==> src/rtl/espirometro_medicion.sv <==
// Spirometry measurement engine: waits for breath onset, integrates flow, tracks peak flow, flags end of expiration.
// Optional FEV1 capture is enabled by defining ESPIRO_FEV1_EN.
module espirometro_medicion #(
  parameter int FLOW_W       = 10,
  parameter int VOL_W        = 24,
  parameter int CNT_W        = 16,
  parameter int START_TH     = 40,
  parameter int STOP_TH      = 20,
  parameter int STOP_SAMPLES = 16,
  parameter int MAX_SAMPLES  = 6000,
  parameter int FEV1_SAMPLES = 1000
) (
  input  logic              iClk,
  input  logic              iReset,
  input  logic              iCE,
  input  logic [FLOW_W-1:0] ivFlujo,
  input  logic              iArm,
  output logic              oBusy,
  output logic              oMidiendo,
  output logic              oDone,
  output logic              oSat,
  output logic [VOL_W-1:0]  ovVolumen,
  output logic [FLOW_W-1:0] ovPico,
  output logic [CNT_W-1:0]  ovMuestras
`ifdef ESPIRO_FEV1_EN
  ,
  output logic [VOL_W-1:0]  ovFEV1
`endif
);

  localparam int BAJO_W = $clog2(STOP_SAMPLES + 1);
  localparam logic [FLOW_W-1:0] START_V = FLOW_W'(START_TH);
  localparam logic [FLOW_W-1:0] STOP_V  = FLOW_W'(STOP_TH);
  localparam logic [BAJO_W-1:0] BAJO_FIN = BAJO_W'(STOP_SAMPLES);
  localparam logic [CNT_W-1:0]  MUES_FIN = CNT_W'(MAX_SAMPLES);

  typedef enum logic [1:0] {S_IDLE, S_WAIT, S_MEAS} state_t;

  state_t              state_q, state_d;
  logic [VOL_W-1:0]    vol_q, vol_d;
  logic [FLOW_W-1:0]   pico_q, pico_d;
  logic [CNT_W-1:0]    mues_q, mues_d;
  logic [BAJO_W-1:0]   bajo_q, bajo_d;
  logic                sat_q, sat_d;
  logic                done_q, done_d;

  logic                start_smp, meas_smp, fin;
  logic [VOL_W:0]      suma;
  logic [VOL_W-1:0]    vol_b, vol_n;
  logic [FLOW_W-1:0]   pico_b;
  logic [CNT_W-1:0]    mues_b, mues_n;
  logic [BAJO_W-1:0]   bajo_b, bajo_n;
  logic                sat_b;

  // The qualifying onset sample is processed on top of cleared results.
  always_comb begin
    start_smp = iCE && (state_q == S_WAIT) && (ivFlujo >= START_V);
    meas_smp  = iCE && ((state_q == S_MEAS) || start_smp);
    vol_b     = start_smp ? '0   : vol_q;
    pico_b    = start_smp ? '0   : pico_q;
    mues_b    = start_smp ? '0   : mues_q;
    bajo_b    = start_smp ? '0   : bajo_q;
    sat_b     = start_smp ? 1'b0 : sat_q;
    suma      = {1'b0, vol_b} + (VOL_W+1)'(ivFlujo);
    vol_n     = suma[VOL_W] ? '1 : suma[VOL_W-1:0];
    mues_n    = mues_b + 1'b1;
    bajo_n    = (ivFlujo < STOP_V) ? bajo_b + 1'b1 : '0;
    fin       = (bajo_n == BAJO_FIN) || (mues_n == MUES_FIN);
  end

  always_comb begin
    state_d = state_q;
    case (state_q)
      S_IDLE:  if (iArm) state_d = S_WAIT;
      S_WAIT:  if (start_smp) state_d = fin ? S_IDLE : S_MEAS;
      S_MEAS:  if (meas_smp && fin) state_d = S_IDLE;
      default: state_d = S_IDLE;
    endcase
  end

  always_comb begin
    vol_d  = vol_q;
    pico_d = pico_q;
    mues_d = mues_q;
    bajo_d = bajo_q;
    sat_d  = sat_q;
    done_d = 1'b0;
    if (meas_smp) begin
      vol_d  = vol_n;
      pico_d = (ivFlujo > pico_b) ? ivFlujo : pico_b;
      mues_d = mues_n;
      bajo_d = bajo_n;
      sat_d  = sat_b | suma[VOL_W];
      done_d = fin;
    end
  end

`ifdef ESPIRO_FEV1_EN
  localparam logic [CNT_W-1:0] FEV1_FIN = CNT_W'(FEV1_SAMPLES);
  logic [VOL_W-1:0] fev1_q, fev1_d;
  logic             hit_q, hit_d;
  logic             hit_b;

  // Short tests that never reach the 1 s mark report their final volume.
  always_comb begin
    hit_b  = start_smp ? 1'b0 : hit_q;
    fev1_d = start_smp ? '0 : fev1_q;
    hit_d  = hit_b;
    if (meas_smp && !hit_b) begin
      if ((mues_n == FEV1_FIN) || fin) fev1_d = vol_n;
      if (mues_n == FEV1_FIN) hit_d = 1'b1;
    end
  end

  always_ff @(posedge iClk or posedge iReset) begin
    if (iReset) begin
      fev1_q <= '0;
      hit_q  <= 1'b0;
    end else begin
      fev1_q <= fev1_d;
      hit_q  <= hit_d;
    end
  end

  assign ovFEV1 = fev1_q;
`endif

  always_ff @(posedge iClk or posedge iReset) begin
    if (iReset) begin
      state_q <= S_IDLE;
      vol_q   <= '0;
      pico_q  <= '0;
      mues_q  <= '0;
      bajo_q  <= '0;
      sat_q   <= 1'b0;
      done_q  <= 1'b0;
    end else begin
      state_q <= state_d;
      vol_q   <= vol_d;
      pico_q  <= pico_d;
      mues_q  <= mues_d;
      bajo_q  <= bajo_d;
      sat_q   <= sat_d;
      done_q  <= done_d;
    end
  end

  always_comb begin
    oBusy      = (state_q != S_IDLE);
    oMidiendo  = (state_q == S_MEAS);
    oDone      = done_q;
    oSat       = sat_q;
    ovVolumen  = vol_q;
    ovPico     = pico_q;
    ovMuestras = mues_q;
  end

endmodule

==> config.mk <==
export PLATFORM = sky130hd
export DESIGN_NAME = espirometro_medicion
export DESIGN_NICKNAME = d
export VERILOG_FILES = /design/src/rtl/espirometro_medicion.sv
export SDC_FILE = /design/constraint.sdc
export NUM_CORES = 1
export LEC_CHECK = 0
export CORE_MARGIN = 2
export CORE_UTILIZATION = 58
export DETAILED_ROUTE_END_ITERATION = 6
export PLACE_DENSITY = 0.95
export SYNTH_ARGS = -nofsm -noshare
export SYNTH_HDL_FRONTEND = slang
export SYNTH_SLANG_ARGS = --single-unit
==> constraint.sdc <==
create_clock -name iClk -period 5.81 [get_ports iClk]
set_input_delay 1.743 -clock iClk [delete_from_list [all_inputs] [get_ports iClk]]
set_output_delay 1.743 -clock iClk [all_outputs]
set_load 0.05 [all_outputs]
==> results.yml <==
timing:
  timing.final.hold_violations: 0
  maxClockFrequency_ghz: 0.194
  final_number_of_max_transition_violations: 0
  transition_time_at_the_pin_with_the_least_slew_margin_ps: 905
  final.period_utilization_pct: 88.6
  finalWorstPathRequiredPeriod_ps: 5150
  relSlewSlack_pct: 39.2
  timing.clock.skew_ps: 7.53
  finalSetupTns_ps: 0
  rsz0062_at_grt: "false"
  setup_viol: 0
setup_path:
  setup.worst_path.end_class: "register"
  worstRegToRegCells: 10
  critical_path_required_ps: 6050
  critical_path_start_type: "input port"
  register_to_register_setup_slack_ps: 2410
  critPathCapture: "ovVolumen[22]"
  cp-startpoint: "ivFlujo[9]"
  setup.worst_path.class: "input port to register"
  worstPathMaxFanout: 16
  worst-endpoint-arrival_ps: 5390
  rr_endpoint: "ovVolumen[19]"
  worstReg2RegStart: "state_q[1]"
grt:
  globalRouteOverflowTotal: 0
  track_usage_pct: 29.2
  wire_length_of_the_first_global_routing_pass_um: 17900
  grt_antenna_before_repair: 0
  via_count_of_the_first_global_routing_pass: 3788
  grt_start_max_net_pins: 60
pwr:
  pwr_density_cell_nw_per_um2: 457
  ir_worst_vdd_v: 0.000407
  power.leakage_uw: 0.00222
  design_power_total_uw: 2290
logic_synthesis:
  main_combinational_cell_family_by_area_after_synthesis: "simple AND/OR/NAND/NOR gates"
  synthFlopType: "dfrtp_1"
  synth-adder-area-share_pct: 7.26
  postSynthAreaPerCell_um2: 8.86
  synth-compound-area-share_pct: 19.5
  number_of_enable_type_register_cells_in_the_synthesized_netlist: 0
  syn_inst: 459
  ys_seq_elements: 59
  sequential_cell_area_fraction_in_the_yosys_report_pct: 36.3
  synth_simple_gate_area_share_pct: 26.2
  synthesis.nets: 496
  synthDistinctLibCells: 66
  yosys_warns: 0
  synth_area_um2: 4070
  xor_xnor_portion_of_the_synthesized_cell_area_pct: 5.60
  share_of_cell_area_taken_by_muxes_after_synthesis_pct: 1.02
  async_reset_ff_share_pct: 100
route:
  total_wire_length_after_detailed_routing_um: 10600
  drt-initial-drc-count: 397
  overall_via_count_from_detail_route: 3922
  drt.antenna.violating_nets: 0
  route.detailed.wl_per_inst_um: 17.1
  via_per_inst: 6.30
  detail_route.drc_violations: 0
  dr.pass1.iters: 5
cts:
  tritoncts: "done"
  cts_root_buf: "clkbuf_8"
  clk_pin_slew_ps: 70
  post-cts-setup-buffer-count: 0
  insertion_delay_ps: 340
  numCtsBuffers: 9
  cts_max_path_buffers: 2
  clock-sinks: 59
  cts-htree-levels: 3
  postCtsResizedCells: 0
  cts_hold_repair.buffers: 0
final_layout:
  fillerInstances: 469
  final_standard_cell_utilization_of_the_core_pct: 73.8
  final_cell_mix: "clkdlybuf4s50_1, dfrtp_1, nand2_1"
  drive_above_1_share_pct: 7.97
  final_common_cell: "clkdlybuf4s50_1"
  antennaDiodeCount: 0
  area_growth_syn_to_layout_pct: 23.3
  num-nets-final: 559
die:
  rows: 30
  core-area_um2: 6790
  floorplan.initialDensity_pct: 59.8
  die-area_um2: 7690
  fp.dieH_um: 87.7
  die_extent_in_x_um: 87.7
  floorplan.io_pins: 68
job:
  maxCapViolations: 0
placement:
  routabilityCongestion: 0.911
  dp_hpwl_um: 7290
  port_buffers: 67
worst_hold_path:
  hold_path_class: "register to register"
outcome:
  outcome: "finished, final reports clean"
## per-layer routing
| metal | global-route usage [%] | share of wire [%] | vias up | wire [um] |
|---|---|---|---|---|
| li1 | - | - | 1821 | - |
| met1 | 39.0 | 43 | 1919 | 4570 |
| met2 | 48.3 | 49 | 160 | 5270 |
| met3 | 5.18 | 5.8 | 22 | 617 |
| met4 | 9.65 | 1.8 | 0 | 189 |
| met5 | 0 | 0 | - | 0 |
## flip-flops by register name, indices dropped and copies added (netlist names)
| register | cells |
|---|---|
| oSat | 1 |
| bajo_q | 5 |
| oDone | 1 |
| ovPico | 10 |
| ovMuestras | 16 |
| ovVolumen | 24 |
| state_q | 2 |
## how the worst min path moves through the flow
stage | from | endpoint | slack, ps | cells past startpoint
6_report | oSat | oSat | 500 | 2
3_5_place_dp | oSat | oSat | 470 | 2
4_1_cts | oSat | oSat | 490 | 2
2_1_floorplan | state_q[1] | state_q[0] | 480 | 1
3_3_place_gp | oSat | oSat | 490 | 2
5_1_grt | oSat | oSat | 510 | 2
## cells in the mapped netlist (all sizes together), types with 3 or more instances
library cell / n / area, um2
o32ai: 11 / 96.3
nor3: 15 / 80.1
nand2: 52 / 195
a31oi: 5 / 31.3
xor2: 16 / 140
o21ai: 21 / 116
xnor2: 10 / 87.6
o211ai: 13 / 97.6
o21a: 5 / 38.8
a32oi: 4 / 35.0
nand3: 28 / 140
a21oi: 15 / 75.1
or4: 4 / 37.5
nor4: 8 / 56.3
a211oi: 4 / 35.0
nor2: 23 / 93.8
a21o: 10 / 75.1
mux2i: 3 / 30.0
inv: 21 / 78.8
nand4: 9 / 62.6
clkbuf: 14 / 52.6
or3: 8 / 50.1
ha: 22 / 275
and2: 20 / 125
nor2b: 3 / 18.8
and4: 4 / 35.0
nand3b: 3 / 26.3
and4b: 3 / 30.0
dfrtp: 59 / 1480
buf: 7 / 33.8
and3: 7 / 43.8
a211o: 3 / 26.3
## per-stage QoR
stage | cells | hold WS, ps | area [um2] | setup slack, ps
finish | 623 | 499 | 5010 | 660
global route | 623 | 506 | 5010 | 384
CTS | 623 | 491 | 5010 | 738
detailed placement | 607 | 468 | 4820 | 407
global placement | 607 | 493 | 4820 | 502
floorplan | 459 | 479 | 4070 | 999
## cells by family after synthesis
group / Yosys count
flip-flops: 59
buffers and inverters: 42
AND/OR/NAND/NOR: 196
adder cells (fa/ha/maj): 23
AO/OA/AOI/OAI: 109
XOR/XNOR: 26
multiplexers: 4
## critical path, cell delays in order
cell             delay [ps]
clkdlybuf4s50_1         480
or4_4                   590
o21ai_4                 410
and2_1                  200
ha_1                    210
fa_1                    270
a211o_1                 200
a211oi_2                120
nor4_2                  820
a41o_1                  280
nor2_1                   40
## final cells by class
cell class,count,area [um2],area share [%]
multi-input cells,358,2430,48.4
flip-flops and latches,59,1480,29.5
repair buffers,73,716,14.3
clock buffers,11,141,2.82
well taps,96,120,2.40
inverters,21,78.8,1.57
clock inverters,5,52.6,1.05
## where the power goes
group / internal (uW) / leakage (uW) / switching, uW
clock network: 208 / 0.0000991 / 177
registers: 503 / 0.000770 / 89.8
logic: 478 / 0.00135 / 832
Power figures use the tool's default switching activity.
